==> src/rtl/uart_pkg.sv <==
// Shared definitions for the uart_rx_v2 receiver and its companion blocks:
// parity modes, receive FSM encoding and the flag-word width helper.
package uart_pkg;

  localparam int PAR_NONE = 0;
  localparam int PAR_ODD  = 1;
  localparam int PAR_EVEN = 2;

  typedef enum logic [2:0] {
    ST_IDLE,
    ST_START,
    ST_DATA,
    ST_PARITY,
    ST_STOP
  } rx_state_e;

  // Queued word is {break, frame_err, parity_err, data}.
  function automatic int flag_word_width(input int data_bits);
    return data_bits + 3;
  endfunction

endpackage

==> src/rtl/uart_rx_fifo.sv <==
// First-word-fall-through FIFO: the head entry is visible whenever not empty.
// A write while full is accepted only if a read frees a slot in the same cycle.
module uart_rx_fifo #(
  parameter int WIDTH = 11,
  parameter int DEPTH = 4
) (
  input  logic             clk_i,
  input  logic             rst_ni,
  input  logic             wr_en_i,
  input  logic [WIDTH-1:0] wr_data_i,
  input  logic             rd_en_i,
  output logic [WIDTH-1:0] rd_data_o,
  output logic             full_o,
  output logic             empty_o
);

  localparam int AW = $clog2(DEPTH);

  logic [WIDTH-1:0] mem_q [DEPTH];
  logic [AW-1:0]    wr_ptr_q, rd_ptr_q;
  logic [AW:0]      count_q, count_d;
  logic             do_rd, do_wr;

  assign empty_o   = (count_q == '0);
  assign full_o    = (count_q == (AW+1)'(DEPTH));
  assign do_rd     = rd_en_i & ~empty_o;
  assign do_wr     = wr_en_i & (~full_o | do_rd);
  assign count_d   = count_q + (AW+1)'(do_wr) - (AW+1)'(do_rd);
  assign rd_data_o = empty_o ? '0 : mem_q[rd_ptr_q];

  always_ff @(posedge clk_i or negedge rst_ni) begin
    if (!rst_ni) begin
      wr_ptr_q <= '0;
      rd_ptr_q <= '0;
      count_q  <= '0;
    end else begin
      if (do_wr) wr_ptr_q <= wr_ptr_q + AW'(1);
      if (do_rd) rd_ptr_q <= rd_ptr_q + AW'(1);
      count_q <= count_d;
    end
  end

  always_ff @(posedge clk_i) begin
    if (do_wr) mem_q[wr_ptr_q] <= wr_data_i;
  end

endmodule

==> src/rtl/uart_rx_v2.sv <==
// Parametrised UART receiver: synchroniser, false-start rejection, parity /
// framing / break detection, and an FWFT queue with sticky overrun.
module uart_rx_v2 import uart_pkg::*; #(
  parameter int CLKS_PER_BIT = 868,
  parameter int DATA_BITS    = 8,
  parameter int PARITY       = 0,
  parameter int STOP_BITS    = 1,
  parameter int FIFO_DEPTH   = 4
) (
  input  logic                 i_Clock,
  input  logic                 i_Rst_L,
  input  logic                 i_Rx_Serial,
  output logic                 o_Rx_Valid,
  input  logic                 i_Rx_Ready,
  output logic [DATA_BITS-1:0] o_Rx_Byte,
  output logic                 o_Parity_Err,
  output logic                 o_Frame_Err,
  output logic                 o_Break,
  output logic                 o_Overrun,
  input  logic                 i_Clear_Overrun,
  output logic                 o_Busy
);

  localparam int WW = flag_word_width(DATA_BITS);
  localparam int CW = $clog2(CLKS_PER_BIT);
  localparam logic [CW-1:0] HALF_M1 = CW'(CLKS_PER_BIT/2 - 1);
  localparam logic [CW-1:0] FULL_M1 = CW'(CLKS_PER_BIT - 1);

  rx_state_e            state_q;
  logic                 rx_meta_q, rx_s_q;
  logic [CW-1:0]        cnt_q;
  logic [3:0]           bit_q;
  logic                 stop_q;
  logic [DATA_BITS-1:0] shift_q;
  logic                 par_bit_q, par_err_q, frame_err_q, overrun_q;

  logic                 half_tick, full_tick, push, frame_err_fin, brk;
  logic                 full, empty, pop;
  logic [WW-1:0]        push_word, head_word;

  assign half_tick     = (cnt_q == HALF_M1);
  assign full_tick     = (cnt_q == FULL_M1);
  assign push          = (state_q == ST_STOP) && full_tick && (stop_q == 1'(STOP_BITS - 1));
  assign frame_err_fin = frame_err_q | ~rx_s_q;
  // par_bit_q stays 0 when parity is disabled, so it never masks a break.
  assign brk           = (shift_q == '0) && !par_bit_q && frame_err_fin;
  assign push_word     = {brk, frame_err_fin, par_err_q, shift_q};

  always_ff @(posedge i_Clock or negedge i_Rst_L) begin
    if (!i_Rst_L) begin
      rx_meta_q   <= 1'b1;
      rx_s_q      <= 1'b1;
      state_q     <= ST_IDLE;
      cnt_q       <= '0;
      bit_q       <= '0;
      stop_q      <= 1'b0;
      shift_q     <= '0;
      par_bit_q   <= 1'b0;
      par_err_q   <= 1'b0;
      frame_err_q <= 1'b0;
    end else begin
      rx_meta_q <= i_Rx_Serial;
      rx_s_q    <= rx_meta_q;
      case (state_q)
        ST_IDLE: begin
          if (!rx_s_q) begin
            state_q     <= ST_START;
            cnt_q       <= '0;
            bit_q       <= '0;
            stop_q      <= 1'b0;
            par_bit_q   <= 1'b0;
            par_err_q   <= 1'b0;
            frame_err_q <= 1'b0;
          end
        end
        ST_START: begin
          if (half_tick) begin
            cnt_q   <= '0;
            state_q <= rx_s_q ? ST_IDLE : ST_DATA;
          end else begin
            cnt_q <= cnt_q + CW'(1);
          end
        end
        ST_DATA: begin
          if (full_tick) begin
            cnt_q   <= '0;
            shift_q <= {rx_s_q, shift_q[DATA_BITS-1:1]};
            if (bit_q == 4'(DATA_BITS - 1)) begin
              bit_q   <= '0;
              state_q <= (PARITY != PAR_NONE) ? ST_PARITY : ST_STOP;
            end else begin
              bit_q <= bit_q + 4'd1;
            end
          end else begin
            cnt_q <= cnt_q + CW'(1);
          end
        end
        ST_PARITY: begin
          if (full_tick) begin
            cnt_q     <= '0;
            par_bit_q <= rx_s_q;
            par_err_q <= (PARITY == PAR_ODD) ? ~((^shift_q) ^ rx_s_q)
                                             :  ((^shift_q) ^ rx_s_q);
            state_q   <= ST_STOP;
          end else begin
            cnt_q <= cnt_q + CW'(1);
          end
        end
        ST_STOP: begin
          if (full_tick) begin
            cnt_q <= '0;
            if (!rx_s_q) frame_err_q <= 1'b1;
            // Return to IDLE at mid-stop so a back-to-back start edge is caught.
            if (push) state_q <= ST_IDLE;
            else      stop_q  <= stop_q + 1'b1;
          end else begin
            cnt_q <= cnt_q + CW'(1);
          end
        end
        default: state_q <= ST_IDLE;
      endcase
    end
  end

  assign pop = o_Rx_Valid & i_Rx_Ready;

  always_ff @(posedge i_Clock or negedge i_Rst_L) begin
    if (!i_Rst_L)                   overrun_q <= 1'b0;
    else if (push && full && !pop)  overrun_q <= 1'b1;
    else if (i_Clear_Overrun)       overrun_q <= 1'b0;
  end

  uart_rx_fifo #(
    .WIDTH (WW),
    .DEPTH (FIFO_DEPTH)
  ) u_fifo (
    .clk_i     (i_Clock),
    .rst_ni    (i_Rst_L),
    .wr_en_i   (push),
    .wr_data_i (push_word),
    .rd_en_i   (i_Rx_Ready),
    .rd_data_o (head_word),
    .full_o    (full),
    .empty_o   (empty)
  );

  assign o_Rx_Valid = ~empty;
  assign {o_Break, o_Frame_Err, o_Parity_Err, o_Rx_Byte} = head_word;
  assign o_Overrun  = overrun_q;
  assign o_Busy     = (state_q != ST_IDLE);

endmodule

==> config.mk <==
export PLATFORM = sky130hd
export DESIGN_NAME = uart_rx_v2
export DESIGN_NICKNAME = d
export VERILOG_FILES = /design/src/rtl/uart_pkg.sv /design/src/rtl/uart_rx_fifo.sv /design/src/rtl/uart_rx_v2.sv
export SDC_FILE = /design/constraint.sdc
export NUM_CORES = 1
export LEC_CHECK = 0
export CAP_MARGIN = 20
export CORE_ASPECT_RATIO = 1.25
export CORE_MARGIN = 10
export CORE_UTILIZATION = 49
export CTS_BUF_LIST = sky130_fd_sc_hd__clkbuf_8 sky130_fd_sc_hd__clkbuf_16
export DETAILED_ROUTE_END_ITERATION = 7
export HOLD_SLACK_MARGIN = 0.05
export PLACE_DENSITY = 0.67
export SKIP_LAST_GASP = 1
export SYNTH_ARGS = -nofsm -noshare
export SYNTH_HDL_FRONTEND = slang
export SYNTH_SLANG_ARGS = --single-unit
==> constraint.sdc <==
create_clock -name i_Clock -period 2.9 [get_ports i_Clock]
set_input_delay 0.58 -clock i_Clock [delete_from_list [all_inputs] [get_ports i_Clock]]
set_output_delay 0.58 -clock i_Clock [all_outputs]
set_load 0.01 [all_outputs]
# Word-level counts from Yosys, hierarchy flattened
# Memories as Yosys holds them, arrays and structs flattened.
# Cells that the tools add are included.
dict set report classes {
  add_sub_neg 7
  n_eq_ne 17
  mux 33
  bitwise 9
  n_reduce_logical 26
}
# cell n
set ops {}
lappend ops {{$mux 10} 3}
lappend ops {{$pmux 10 s3} 1}
lappend ops {{$mux 3} 7}
lappend ops {{$ne 2x2->1 const B} 9}
lappend ops {{$pmux 3 s5} 1}
lappend ops {{$mux 4} 3}
lappend ops {{$mux 1} 11}
lappend ops {{$mux 11} 1}
lappend ops {{$add 10x1->10 const B} 1}
lappend ops {{$eq 10x10->1 const B} 1}
lappend ops {{$eq 10x9->1 const B} 1}
lappend ops {{$logic_not 8->1} 1}
lappend ops {{$pmux 1 s2} 4}
lappend ops {{$pmux 4 s2} 1}
lappend ops {{$reduce_and 4->1} 2}
lappend ops {{$reduce_bool 2->1} 4}
lappend ops {{$reduce_xor 8->1} 1}
lappend ops {{$reduce_and 7->1} 1}
lappend ops {{$eq 3x2->1 const B} 2}
lappend ops {{$eq 3x3->1 const B} 2}
lappend ops {{$logic_and 1x1->1} 6}
lappend ops {{$logic_not 3->1} 2}
lappend ops {{$reduce_and 3->1} 2}
lappend ops {{$reduce_bool 3->1} 2}
lappend ops {{other kinds (15)} 23}
dict set report word_totals {
  register_bits 39
  ramBits 44
  out_inout_bits 14
  memories 1
}
# memory depth width read_ports rd_ports_with_merged_regs wr line
set mem_list {}
lappend mem_list {u_fifo.mem_q 4 11 1 0 1 uart_rx_fifo.sv:19} ;# logic [WIDTH-1:0] mem_q [DEPTH];

# Logic depth before layout (Yosys ltp)
dict set report depth {
  depth_word 7
  depth_mapped 7
  depth_no_buf 7
}

# Cells and area by module
# From an unflattened synthesis, not the netlist that was laid out.
dict set report hier_totals {
  cells_unflattened 295
  area_unflattened_um2 3847.4
}
# mod n_inst cells_each area_each_um2
set by_module_without_submodules {}
lappend by_module_without_submodules {uart_rx_fifo 1 105 2079.5}
lappend by_module_without_submodules {uart_rx_v2 1 190 1767.9}

# Worst setup path before layout
# No wires, ideal clock.
dict set report synth_timing {
  kind {register to register}
  from {register cnt_q[0]}
  to {register u_fifo.count_q[1]}
  arrival_ns 2.039
  t_required_ns 2.765
  setup_slack_ns 0.725
  path_stages_with_launch 7
  path_buffers 0
  synth_period_minus_slack_ns 2.175
  path_cell_list {dfrtp_1 -> ha_1 -> and4b_1 -> and3_1 -> nor4b_4 -> ha_1 -> fa_1}
}
dict set report synth_between {
  elab_chain_len 6
}
# element line
set synth_lines {}
lappend synth_lines {{from (decl)} uart_rx_v2.sv:31} ;# logic [CW-1:0] cnt_q;
lappend synth_lines {{from (signal assigned)} uart_rx_v2.sv:81} ;# cnt_q <= cnt_q + CW'(1);
lappend synth_lines {{from (signal assigned)} uart_rx_v2.sv:95} ;# cnt_q <= cnt_q + CW'(1);
lappend synth_lines {{from (signal assigned)} uart_rx_v2.sv:106} ;# cnt_q <= cnt_q + CW'(1);
lappend synth_lines {{$eq 10x10->1} uart_rx_v2.sv:42} ;# assign full_tick = (cnt_q == FULL_M1);
lappend synth_lines {{$logic_and 1x1->1 (2 in series)} uart_rx_v2.sv:43} ;# assign push = (state_q == ST_STOP) && full_tick && (stop_q == 1'(STOP_BITS - 1));
lappend synth_lines {{$and 1x1->1} uart_rx_fifo.sv:27} ;# assign do_wr = wr_en_i & (~full_o | do_rd);
lappend synth_lines {{$add 3x1->3} uart_rx_fifo.sv:28} ;# assign count_d = count_q + (AW+1)'(do_wr) - (AW+1)'(do_rd);
lappend synth_lines {{$sub 3x1->3} uart_rx_fifo.sv:28}
lappend synth_lines {{named net u_fifo.count_d[1]} uart_rx_fifo.sv:21} ;# logic [AW:0] count_q, count_d;
lappend synth_lines {{to (signal assigned)} uart_rx_fifo.sv:39} ;# count_q <= count_d;
lappend synth_lines {{to (decl)} uart_rx_fifo.sv:21}
# The timed path passes the listed nets, and every way through them passes these cells.
# A chain may end at the register's enable or synchronous reset.

# Worst setup path after layout
dict set report layout_timing {
  from {register u_fifo.rd_ptr_q[0]}
  to {output o_Parity_Err}
}
dict set report layout_between {
  elab_chain_len 2
}
# element line
set layout_lines {}
lappend layout_lines {{from (decl)} uart_rx_fifo.sv:20} ;# logic [AW-1:0] wr_ptr_q, rd_ptr_q;
lappend layout_lines {{from (signal assigned)} uart_rx_fifo.sv:38} ;# if (do_rd) rd_ptr_q <= rd_ptr_q + AW'(1);
lappend layout_lines {{$mem_v2 4x11} -}
lappend layout_lines {{$mux 11} uart_rx_fifo.sv:29} ;# assign rd_data_o = empty_o ? '0 : mem_q[rd_ptr_q];
lappend layout_lines {{to (decl)} uart_rx_v2.sv:16} ;# output logic o_Parity_Err,
# Every way passes these cells.

==> impl_metrics.tcl <==
set metrics [dict create \
    status "finished, final reports clean" \
    clockRootBuffer "clkbuf_8" \
    maxCapViolations 0 \
    synthCells 313 \
    dp_slack_ps 237.2 \
    startpoint_type "register" \
    dp_hpwl_um 5367 \
    start_util_pct 50.67 \
    synth_top_area_share_pct 33.08 \
    dieArea_mm2 0.01218 \
    avgSynthCellArea_um2 12.76 \
    dr.pass1.iters 4 \
    vias_per_cell 5.692 \
    clock_sink_count 83 \
    multi_input_area_mm2 0.001540 \
    post-cts-setup-buffer-count 0 \
    fillers 649 \
    cts_buffers 9 \
    antenna_cells 0 \
    seq_area_mm2 0.002300 \
    ir_worst_vdd_mv 0.3188 \
    maxSlewHeadroom_pct 41.86 \
    synth.distinct_cells 62 \
    grt_pass1_vias 2590 \
    drive_gt1_share_pct 15.74 \
    ys_warn_count 0 \
    worstMarginPinSlew_ps 872.1 \
    antenna_found_initial 0 \
    grt_max_degree 40 \
    wl_per_cell_um 16.84 \
    drc 0 \
    synth_area_leaders "edfxtp_1 (33%), dfrtp_1 (23%), mux4_2 (6.2%), ha_1 (4.1%), nand2_1 (2.6%)" \
    cts.repair.resized 0 \
    dp_cells 422 \
    final_area_mm2 0.004463 \
    setup_tns_ps 0 \
    required_ps 2320 \
    post-route-period-util_pct 92.46 \
    gp_congestion 0.8016 \
    die_w_um 100.8 \
    fin_ws_ps 218.7 \
    port-buffer-count 18 \
    critPathKind "register to output port" \
    routed-via-count 2493 \
    postRouteAntennaNets 0 \
    ys_seq_area_share_pct 57.58 \
    path_clk_slew_ps 90 \
    die_y_um 120.9 \
    endpoint_kind "output port" \
    yosys_register_bits 83 \
    htree_levels 3 \
    post_dp_cell_area_mm2 0.004288 \
    clockBufferDepth 2 \
    layout.cells.most_common_list "edfxtp_1 (44), dfrtp_1 (37), nand2_1 (28)" \
    grt_remaining_overflow 0 \
    async_flop_share_pct 46.99 \
    final-setup-viol-count 0 \
    skew_ps 10.56 \
    finalNonFillerCells 438 \
    hold_viol 0 \
    row_count 36 \
    drt_iter0_drc 77 \
    grt_util_all_layers_pct 12.78 \
    crit_arrival_ps 2100 \
    clk_latency_ps 350 \
    routed_wl_um 7378 \
    syn_nets 332 \
    yosys.area.top_type "edfxtp_1" \
    io_pins 19 \
    cts_tree "yes" \
    syn_area_mm2 0.003994 \
    synth_ff_type "edfxtp_1" \
    drv_slew 0 \
    max_freq_mhz 372.9 \
    fin_crit_ps 2681 \
    cts.hold.buffers_added 0 \
    area_delta_synth_final_pct 11.75 \
    grt_pass1_wl_um 12560 \
    worstHoldPathType "input pin to asynchronous set/reset pin" \
    final_nets 357 \
    core_area_mm2 0.007883 \
    power_leakage_nw 1.777 \
    crit_path_max_fanout 13 \
    synth_edf_count 44 \
    final_common_cell "edfxtp_1" \
    power_density_mw_per_mm2 542.6 \
    rsz0062_at_grt "false" \
]
-- report_power, final --
part	leakage, nW	total [mW]	internal (mW)	switching [mW]
Clock	0.0860	0.736	0.315	0.421
Sequential	0.997	1.33	1.27	0.0596
Combinational	0.693	0.352	0.192	0.160
Total	1.78	2.42	1.78	0.641
-- path summary, 6_finish.rpt --
kind	start	endpoint	slack, ps	cells past startpoint
max reg2reg	cnt_q[0]	u_fifo.mem_q[0][4]	330	5
min in group i_Clock	rx_meta_q	rx_s_q	360	0
max	u_fifo.rd_ptr_q[0]	o_Parity_Err	220	4
min reg2reg	rx_meta_q	rx_s_q	360	0
min	i_Rst_L	cnt_q[4]	340	1
max in group asynchronous	i_Rst_L	shift_q[5]	2000	1
-- area by class of cell --
| class | instances | share of cell area [%] |
|---|---|---|
| clock buffer | 9 | 2.775 |
| clock inverter | 7 | 1.149 |
| inverter | 23 | 1.934 |
| multi-input combinational | 194 | 34.51 |
| sequential | 83 | 51.53 |
| tap | 95 | 2.663 |
| timing repair buffer | 27 | 5.439 |
-- kinds of logic after synthesis --
family	Yosys count	share of synthesized area (%)
AOI/OAI and AO/OA	54	9.838
xor gates and xnor gates	10	2.193
adders and majority gates	14	4.574
buffers and inverters	36	3.853
DFF	83	57.58
muxes	16	7.644
and+or+nand+nor	100	14.32
-- registers in the layout, summed over array words and instances, names as in the netlist --
register         cells
stop_q               1
bit_q                4
par_bit_q            1
state_q              3
u_fifo.rd_ptr_q      2
u_fifo.wr_ptr_q      2
shift_q              8
u_fifo.count_q       3
rx_meta_q            1
o_Overrun            1
cnt_q               10
frame_err_q          1
par_err_q            1
rx_s_q               1
u_fifo.mem_q        44
-- per-stage QoR --
step / utilization [%] / power (mW) / hold slack, ps
after global placement: 54.40 / 1.712 / 345.6
after detailed placement: 54.40 / 1.724 / 347.5
after CTS: 56.62 / 2.461 / 359.6
final: 56.62 / 2.422 / 338.3
after global routing: 56.62 / 2.547 / 366.3
after floorplan: - / 1.594 / 284.4
-- metal layers --
metal  vias up  wire, µm  global-route usage (%)
met2        34      3982                   22.88
met3        11       261                   3.533
met4         0       112                   4.513
met1      1254      3022                   13.96
li1       1194         -                       -
met5         -         0                       0
-- critical path, stage by stage (launching register included) --
cell and delay (ps):
dfrtp_1 330, buf_4 250, mux4_2 520, and2_1 160, clkdlybuf4s50_1 480
-- synthesized netlist by cell type, types with 2 or more instances --
cell type	count
or2_2	3
or3b_1	2
dfrtp_1	37
nor3_1	2
o21ai_0	16
dfstp_2	2
o211ai_1	4
mux2_2	2
nor2b_1	2
nor4bb_1	2
xor2_1	3
buf_2	3
and2_1	16
buf_4	2
a31oi_1	4
nor2_1	16
inv_1	23
xnor2_1	7
and3_1	2
clkbuf_1	6
nor4_1	3
mux4_2	11
nand3_1	5
nand2b_1	3
edfxtp_1	44
o311ai_0	2
nand2_1	28
ha_1	13
mux2i_1	2
a22oi_1	2
o31ai_1	11
or3_1	5
Power figures use the tool's default switching activity.
